File: config.mk
export PLATFORM = sky130hd
export DESIGN_NAME = dm_arbiter
export DESIGN_NICKNAME = d
export VERILOG_FILES = /design/src/rtl/dm_pkg.sv /design/src/rtl/dm_byte_merge.sv /design/src/rtl/dm_arbiter.sv
export SDC_FILE = /design/constraint.sdc
export NUM_CORES = 1
export LEC_CHECK = 0
export ABC_AREA = 1
export BUFFER_PORTS_ARGS = -buffer_cell sky130_fd_sc_hd__buf_4
export CORE_UTILIZATION = 35
export CTS_CLUSTER_DIAMETER = 200
export DETAILED_ROUTE_END_ITERATION = 6
export PLACE_DENSITY = 0.65
export SYNTH_ARGS = -nofsm -noshare
export SYNTH_HDL_FRONTEND = slang
export SYNTH_SLANG_ARGS = --single-unit
File: constraint.sdc
create_clock -name clk -period 3.2 [get_ports clk]
set_clock_uncertainty 0.05 [all_clocks]
set_input_delay 0.16 -clock clk [delete_from_list [all_inputs] [get_ports clk]]
set_output_delay 0.16 -clock clk [all_outputs]
set_load 0.02 [all_outputs]
File: src/rtl/dm_pkg.sv
// Shared types and constants for the two-port data-memory arbiter.
package dm_pkg;

  localparam int unsigned DATA_W = 32;
  localparam int unsigned BE_W   = DATA_W / 8;
  localparam int unsigned ADDR_W = 32;

  typedef enum logic [1:0] {
    IDLE,
    ISSUE,
    RD_WAIT,
    MERGE
  } state_e;

  localparam logic PORT_CPU = 1'b0;
  localparam logic PORT_DBG = 1'b1;

  localparam logic [BE_W-1:0] BE_NONE = 4'h0;
  localparam logic [BE_W-1:0] BE_FULL = 4'hF;

  // Request payload as latched on acceptance
  typedef struct packed {
    logic              we;
    logic [BE_W-1:0]   be;
    logic [ADDR_W-1:0] addr;
    logic [DATA_W-1:0] wdata;
  } req_t;

endpackage

File: src/rtl/dm_byte_merge.sv
// Lane-wise merge of a new write word into an old memory word under byte enables.
module dm_byte_merge
  import dm_pkg::*;
(
  input  logic [DATA_W-1:0] old_word,
  input  logic [DATA_W-1:0] new_word,
  input  logic [BE_W-1:0]   be,
  output logic [DATA_W-1:0] merged_c
);

  always_comb begin
    merged_c = old_word;
    for (int i = 0; i < int'(BE_W); i++) begin
      if (be[i]) merged_c[8*i +: 8] = new_word[8*i +: 8];
    end
  end

endmodule

File: src/rtl/dm_arbiter.sv
// Round-robin arbiter sharing one synchronous-read word memory between the CPU
// load/store port (0) and the debug/loader port (1); sub-word stores become RMW.
module dm_arbiter
  import dm_pkg::*;
#(
  parameter int unsigned NMEM = 256,
  parameter int unsigned AW   = 8
) (
  input  logic          clk,
  input  logic          rst,

  input  logic          p0_valid,
  output logic          p0_ready,
  input  logic          p0_we,
  input  logic [3:0]    p0_be,
  input  logic [31:0]   p0_addr,
  input  logic [31:0]   p0_wdata,
  output logic          p0_resp_valid,
  output logic          p0_resp_err,
  output logic [31:0]   p0_rdata,

  input  logic          p1_valid,
  output logic          p1_ready,
  input  logic          p1_we,
  input  logic [3:0]    p1_be,
  input  logic [31:0]   p1_addr,
  input  logic [31:0]   p1_wdata,
  output logic          p1_resp_valid,
  output logic          p1_resp_err,
  output logic [31:0]   p1_rdata,

  output logic [AW-1:0] mem_addr,
  output logic          mem_re,
  output logic          mem_we,
  output logic [31:0]   mem_wdata,
  input  logic [31:0]   mem_rdata
);

  state_e state_q, state_d;
  req_t   req_q, req_d;
  logic   owner_q, owner_d;
  logic   last_grant_q, last_grant_d;

  logic              gnt0, gnt1;
  logic              req_err, req_zero, req_full;
  logic [AW-1:0]     req_word;
  logic [DATA_W-1:0] merged;
  logic              resp_valid, resp_error;
  logic [DATA_W-1:0] resp_rdata;
  logic [1:0]        unused_addr_lsb;

  assign req_word        = req_q.addr[AW+1:2];
  assign req_err         = req_q.addr[31:2] >= 30'(NMEM);
  assign req_zero        = req_q.we && (req_q.be == BE_NONE);
  assign req_full        = req_q.we && (req_q.be == BE_FULL);
  assign unused_addr_lsb = req_q.addr[1:0];

  dm_byte_merge u_merge (
    .old_word (mem_rdata),
    .new_word (req_q.wdata),
    .be       (req_q.be),
    .merged_c (merged)
  );

  // Round-robin: on a tie the port that was not granted last wins
  always_comb begin
    gnt0 = p0_valid;
    gnt1 = p1_valid;
    if (p0_valid && p1_valid) begin
      gnt0 = (last_grant_q != PORT_CPU);
      gnt1 = (last_grant_q != PORT_DBG);
    end
    p0_ready = (state_q == IDLE) && !rst && gnt0;
    p1_ready = (state_q == IDLE) && !rst && gnt1;
  end

  always_comb begin
    state_d      = state_q;
    req_d        = req_q;
    owner_d      = owner_q;
    last_grant_d = last_grant_q;
    case (state_q)
      IDLE: begin
        if (p0_ready) begin
          req_d.we     = p0_we;
          req_d.be     = p0_be;
          req_d.addr   = p0_addr;
          req_d.wdata  = p0_wdata;
          owner_d      = PORT_CPU;
          last_grant_d = PORT_CPU;
          state_d      = ISSUE;
        end else if (p1_ready) begin
          req_d.we     = p1_we;
          req_d.be     = p1_be;
          req_d.addr   = p1_addr;
          req_d.wdata  = p1_wdata;
          owner_d      = PORT_DBG;
          last_grant_d = PORT_DBG;
          state_d      = ISSUE;
        end
      end
      ISSUE: begin
        if (req_err || req_zero || req_full) state_d = IDLE;
        else if (!req_q.we)                  state_d = RD_WAIT;
        else                                 state_d = MERGE;
      end
      RD_WAIT: state_d = IDLE;
      MERGE:   state_d = IDLE;
      default: state_d = IDLE;
    endcase
  end

  always_ff @(posedge clk) begin
    if (rst) begin
      state_q      <= IDLE;
      req_q        <= '0;
      owner_q      <= PORT_CPU;
      last_grant_q <= PORT_DBG;
    end else begin
      state_q      <= state_d;
      req_q        <= req_d;
      owner_q      <= owner_d;
      last_grant_q <= last_grant_d;
    end
  end

  // Outputs decode from the registered state; rst blanks them so a request
  // caught mid-flight never writes memory or responds
  always_comb begin
    mem_re     = 1'b0;
    mem_we     = 1'b0;
    mem_addr   = '0;
    mem_wdata  = '0;
    resp_valid = 1'b0;
    resp_error = 1'b0;
    resp_rdata = '0;
    if (!rst) begin
      case (state_q)
        ISSUE: begin
          if (req_err) begin
            resp_valid = 1'b1;
            resp_error = 1'b1;
          end else if (req_zero) begin
            resp_valid = 1'b1;
          end else if (req_full) begin
            mem_we     = 1'b1;
            mem_addr   = req_word;
            mem_wdata  = req_q.wdata;
            resp_valid = 1'b1;
          end else begin
            mem_re   = 1'b1;
            mem_addr = req_word;
          end
        end
        RD_WAIT: begin
          resp_valid = 1'b1;
          resp_rdata = mem_rdata;
        end
        MERGE: begin
          mem_we     = 1'b1;
          mem_addr   = req_word;
          mem_wdata  = merged;
          resp_valid = 1'b1;
        end
        default: ;
      endcase
    end
  end

  always_comb begin
    p0_resp_valid = resp_valid && (owner_q == PORT_CPU);
    p0_resp_err   = resp_error && (owner_q == PORT_CPU);
    p0_rdata      = (owner_q == PORT_CPU) ? resp_rdata : '0;
    p1_resp_valid = resp_valid && (owner_q == PORT_DBG);
    p1_resp_err   = resp_error && (owner_q == PORT_DBG);
    p1_rdata      = (owner_q == PORT_DBG) ? resp_rdata : '0;
  end

endmodule

==> out/metrics.cfg, run 1 <==
[global_routing]
antenna_found_initial=0
grt_pass1_vias=5465
grt_first_pass_wirelength_um=27000
grt_start_max_net_pins=103
overflow=0
grt_util_all_layers_pct=22.9

[status]
outcome=finished clean

[logic_synthesis]
synth_area_per_cell_um2=5.91
muxShareOfSynthArea_pct=0
synth_area_um2=5020
synth_compound_area_share_pct=31.4
ys_seq_area_share_pct=28.3
syn_inst=850
ys_types=26
synth_most_common_cell=a21oi_1
synthXorXnorAreaFrac_pct=0
synth_top_family_by_area=compound AO/OA/AOI/OAI gates
yosys.area_share.simple_pct=22.0
synth_edf_count=0
synth-seq-cells=71
synth_flop_cell=dfxtp_1
synthTopCellsByCount=a21oi_1, inv_1, o21ai_0, nand2_1, dfxtp_1
synth_area_leaders=dfxtp_1, a21oi_1, o21ai_0
synth_top_cell_area_share_pct=28.3
yosys.area.top_type=dfxtp_1
ys_warn_count=0
syn_nets=1024
synthAdderAreaFrac_pct=0
synthArstFlopShare_pct=0

[critical_path]
worst_setup_path_start_kind=register
cp_slowest_stage_delay_ns=0.49
worst-path-max-fanout=32
critPathRequiredTime_ns=2.99
crit_slowest_cell=inv_1
end_kind=output pin
worstPathCellList=nand3_1 -> nor2_1 -> inv_1 -> nor2_1 -> nand3_1 -> a21oi_1 -> buf_4
path_class=reg2out
crit_arrival_ns=2.18

[timing]
hold_violations=0
tightestPinTransition_ns=1.08
slew_violations=0
rsz0062_at_grt=no
worst_slew_margin_rel_pct=27.7
fin_crit_ns=2.39
fmax_mhz=418
finalSetupTns_ns=0
setup_viol_count_final=0
period_share_pct=74.8
worst_slack_ns=0.805

[final_layout]
finalNonFillerCells=1267
area_growth_pct=47.3
n_antenna_cell=0
layout.nets=1256
drive_gt1_share_pct=29.3
fill_cells=1493

[floorplanning]
dieArea_um2=14800
start_util_pct=36.1
die_h_um=122
ios=286
rows=43
core_um2=13900
die_w_um=122

[min_path]
min_path_type=in2reg

[route]
drtIter0Drc=337
first_pass_iters=5
wl_per_cell_um=13.5
drtAntennaViolNets=0
routed_wl_um=17100
vias=6124
post-route-drc-count=0
vias_per_cell=4.83

[placement]
dpl_worst_slack_ns=1.11
dp.cells=1251
numPortBuffers=281
dpl.hpwl_um=12400
routabilityCongestion=0.824

[pwr]
ir_drop_mv=0.216
swShare_pct=31.1
power.internal_w=0.00185
pwr-share-clk_pct=34.8
power_frac_comb_pct=26.1
p_total_w=0.00268
seq_power_share_pct=39.1
net-switching-power_w=0.000833
powerDensity_nw_per_um2=362
power_leakage_nw=3.69

[clocking]
cts_resized=0
ctsHoldBuffers=0
postCtsSetupBuffers=0
clk_pin_slew_ns=0.06
cts_buffer_depth=2
cts_root_buf=clkbuf_16
clock_sinks=71
cts_max_level=3
clk_latency_ns=0.32
tritoncts=built
cts_buffers=9

[flow_run]
maxCapViolations=0

## sequential cells by signal, summed over array words and instances (netlist names)
signal	flops
state_q	2
req_q	67
owner_q	1
last_grant_q	1
## power groups by stage
| stage | Combinational [W] | Clock (W) | Sequential, W |
|---|---|---|---|
| 4_1_cts | 0.000707 | 0.000954 | 0.00105 |
| 5_1_grt | 0.000798 | 0.000991 | 0.00106 |
| 6_report | 0.000700 | 0.000933 | 0.00105 |
| 2_1_floorplan | 0.000448 | 0 | 0.00105 |
| 3_5_place_dp | 0.000703 | 0 | 0.00107 |
| 3_3_place_gp | 0.000697 | 0 | 0.00106 |
## per-stage QoR
step / cell area, um^2 / util [%] / hold slack (ns)
2_1_floorplan: 5020 / - / 0.312
3_3_place_gp: 7130 / 51.1 / 0.401
3_5_place_dp: 7130 / 51.1 / 0.405
4_1_cts: 7400 / 53.1 / 0.0624
5_1_grt: 7400 / 53.1 / 0.0782
6_report: 7400 / 53.1 / 0.0645
## cell type report
type	instances	area (um^2)	area share [%]
well taps	180	225	3.04
repair buffers	295	2250	30.4
inverters	141	529	7.15
clock buffers	13	260	3.52
clock inverters	3	17.5	0.237
flip-flops and latches	71	1420	19.2
multi-input cells	564	2700	36.4
## cell usage in the layout, fill, tap and decap left out, drive strengths merged, types with 3 or more instances in the layout
| cell | synthesis | layout |
|---|---|---|
| a21oi | 141 | 141 |
| buf | 43 | 295 |
| clkbuf | 31 | 13 |
| clkinv | 1 | 3 |
| dfxtp | 71 | 71 |
| inv | 140 | 140 |
| nand2 | 88 | 88 |
| nand3 | 36 | 36 |
| nor2 | 56 | 56 |
| nor3 | 65 | 65 |
| o21ai | 169 | 169 |
| or2 | 4 | 4 |
## cell families after synthesis
group / after synthesis
flops: 71
compound gates: 313
simple gates: 251
buf+inv: 215
## layer usage
metal  track usage (%)  part of all wire, %
met5                 0                    0
met4              6.48                  1.7
met3              4.40                  7.5
met2              39.1                   48
met1              29.1                   43
## worst max-delay path, delay by kind of cell, from the launching register on
family / cells / cell delay, ns
buffers and inverters: 2 / 0.66
and+or+nand+nor: 4 / 0.63
AOI/OAI and AO/OA: 1 / 0.18
DFF: 1 / 0.39
## path summary, 6_finish.rpt
kind         depth (start not counted)          from  slack (ns)            to
min                                  3   p0_wdata[5]        0.06      req_q[5]
min reg2reg                          2  last_grant_q        0.41  last_grant_q
max reg2reg                          6    state_q[1]        1.15     req_q[44]
max                                  7     req_q[68]        0.81  mem_wdata[5]
Note: power is estimated with default switching activity, not from simulation.
==> run 2, diff against run 1 <==
--- a/config.mk
+++ b/config.mk
@@ -10,7 +10,7 @@
 export CORE_UTILIZATION = 35
 export CTS_CLUSTER_DIAMETER = 200
 export DETAILED_ROUTE_END_ITERATION = 6
-export PLACE_DENSITY = 0.65
+export PLACE_DENSITY = 0.68
 export SYNTH_ARGS = -nofsm -noshare
 export SYNTH_HDL_FRONTEND = slang
 export SYNTH_SLANG_ARGS = --single-unit
==> constraint.sdc (replaced) <==
create_clock -name clk -period 1.94 [get_ports clk]
set_clock_uncertainty 0.05 [all_clocks]
set_input_delay 0.097 -clock clk [delete_from_list [all_inputs] [get_ports clk]]
set_output_delay 0.097 -clock clk [all_outputs]
set_load 0.02 [all_outputs]
==> run 2 against run 1 <==
  * Clock-buffer cell count decreased by 2
  * Cell area rose by 7.2%
  * Utilization is 3.8 points higher
  * Power is 79% higher
  * Wire length is 3.2% higher
  * Critical path type unchanged
  * Critical path depth up 2
  * The flow now finishes with violations (negative setup slack)
  * Combinational power increased by 83%
  * Sequential power is 65% higher
  * Highest routed layer unchanged
  * Register-to-register slack got worse by 0.93 ns
  * Largest cell class unchanged
  * Sequential share of layout area down 1.3 points
==> out/metrics.cfg, run 2 (synthesis results as in run 1) <==
[min_path]
min_path_type=in2reg
hold_start=p0_addr[23]
hold_depth=3
hold_end=req_q[55]

[critical_path]
crit_start=req_q[62]
r2r-start=state_q[0]
ff2ff_path_depth=6
path_class=reg2out
worst_setup_path_start_kind=register
critPathRequiredTime_ns=1.79
r2r_end=req_q[17]
end_kind=output pin
worst-path-max-fanout=8
rrSetupSlack_ns=0.22
crit_arrival_ns=1.86

[global_routing]
grt_start_max_net_pins=75
grt_pass1_vias=5335
overflow=0
grt_first_pass_wirelength_um=26300
grt_util_all_layers_pct=22.3
antenna_found_initial=0

[route]
first_pass_iters=4
wl_per_cell_um=13.7
vias_per_cell=4.86
routed_wl_um=17600
vias=6260
drtAntennaViolNets=0
post-route-drc-count=0
drtIter0Drc=249

[floorplanning]
core_um2=13900
die_w_um=122
start_util_pct=36.1
rows=43
ios=286
die_h_um=122
dieArea_um2=14800

[timing]
fin_crit_ns=2.01
fmax_mhz=498
rsz0062_at_grt=yes
slew_violations=0
worst_slack_ns=-0.0700
hold_violations=0
period_share_pct=104
worst_slew_margin_rel_pct=69.3
setup_viol_count_final=33
tightestPinTransition_ns=0.459

[final_layout]
layout.nets=1276
reg_top3=req_q x67, state_q x2
top_register=req_q
drive_gt1_share_pct=34.3
area_growth_pct=58.0
largest_reg_flops=67
n_antenna_cell=0
layout_common_cells=buf_4, inv_1, a21oi_1
mostFrequentLayoutCell=buf_4

[clocking]
clk_pin_slew_ns=0.06
cts_root_buf=clkbuf_16
clk_latency_ns=0.32
cts_buffer_depth=2
clock_sinks=71
cts_max_level=3
cts_buffers=9
ctsHoldBuffers=0
tritoncts=built

[placement]
routabilityCongestion=0.807
dpl.hpwl_um=12900
dpl_worst_slack_ns=0.225
numPortBuffers=281

[status]
violations=negative setup slack
outcome=complete, but fails checks

[pwr]
power_leakage_nw=3.86
ir_drop_mv=0.484
powerDensity_nw_per_um2=605
p_total_w=0.00481

[flow_run]
maxCapViolations=0

run 2: critical path, cell delays in order, from the launching register on:
cell	delay, ns
dfxtp_1	0.30
or2_1	0.22
nor2_1	0.12
nand2_2	0.09
nor2_4	0.13
buf_12	0.14
clkbuf_16	0.16
nand3_1	0.07
a21oi_1	0.15
buf_4	0.16
run 2: report_power, final:
group	switching, W	total (W)	leakage, nW	internal (W)
clock network	0.000601	0.00179	0.158	0.00119
logic	0.000722	0.00128	3.12	0.000559
registers	0.0000910	0.00173	0.587	0.00164
total	0.00141	0.00481	3.86	0.00339
run 2: final cells by class:
cell class / count / area [um^2]
Sequential cell: 71 / 1420
Inverter: 141 / 536
Clock inverter: 5 / 80.1
Fill cell: 1479 / 6000
Timing Repair Buffer: 315 / 2570
Tap cell: 180 / 225
Multi-Input combinational cell: 564 / 2850
Clock buffer: 11 / 253
run 2: how the worst max path moves through the flow:
stage | slack (ns) | end | cells after the start
3_5_place_dp | 0.22 | mem_wdata[17] | 8
4_1_cts | -0.12 | mem_addr[7] | 5
2_1_floorplan | 0.35 | mem_wdata[10] | 8
3_3_place_gp | 0.21 | mem_wdata[17] | 8
5_1_grt | -0.15 | mem_wdata[31] | 9
6_report | -0.07 | mem_wdata[4] | 9
run 2: stage by stage:
step	instance area (um^2)	hold WS, ns	util, %	cells	TNS [ns]
floorplan	5020	0.249	-	850	0
global placement	7310	0.338	52.4	1267	0
detailed placement	7310	0.347	52.4	1267	0
CTS	7670	0.00519	55.1	1283	-3.08
global route	7940	0.0108	57.0	1287	-4.80
finish	7940	0.0144	57.0	1287	-1.38
run 2: timing repair:
item	4_1_cts	5_1_grt
pin swaps	0	11
buffers inserted	0	1
endpoints found under the setup margin	45	63
cloned	0	3
hold endpoints to repair	0	0
resized for setup	10	50
run 2: routing by layer:
metal	global-route usage, %	vias up	share of wire, %
met5	0	-	0
met4	5.63	0	1.8
met3	4.26	23	7.4
met2	38.6	228	48
met1	28.2	2712	43
li1	-	3297	-
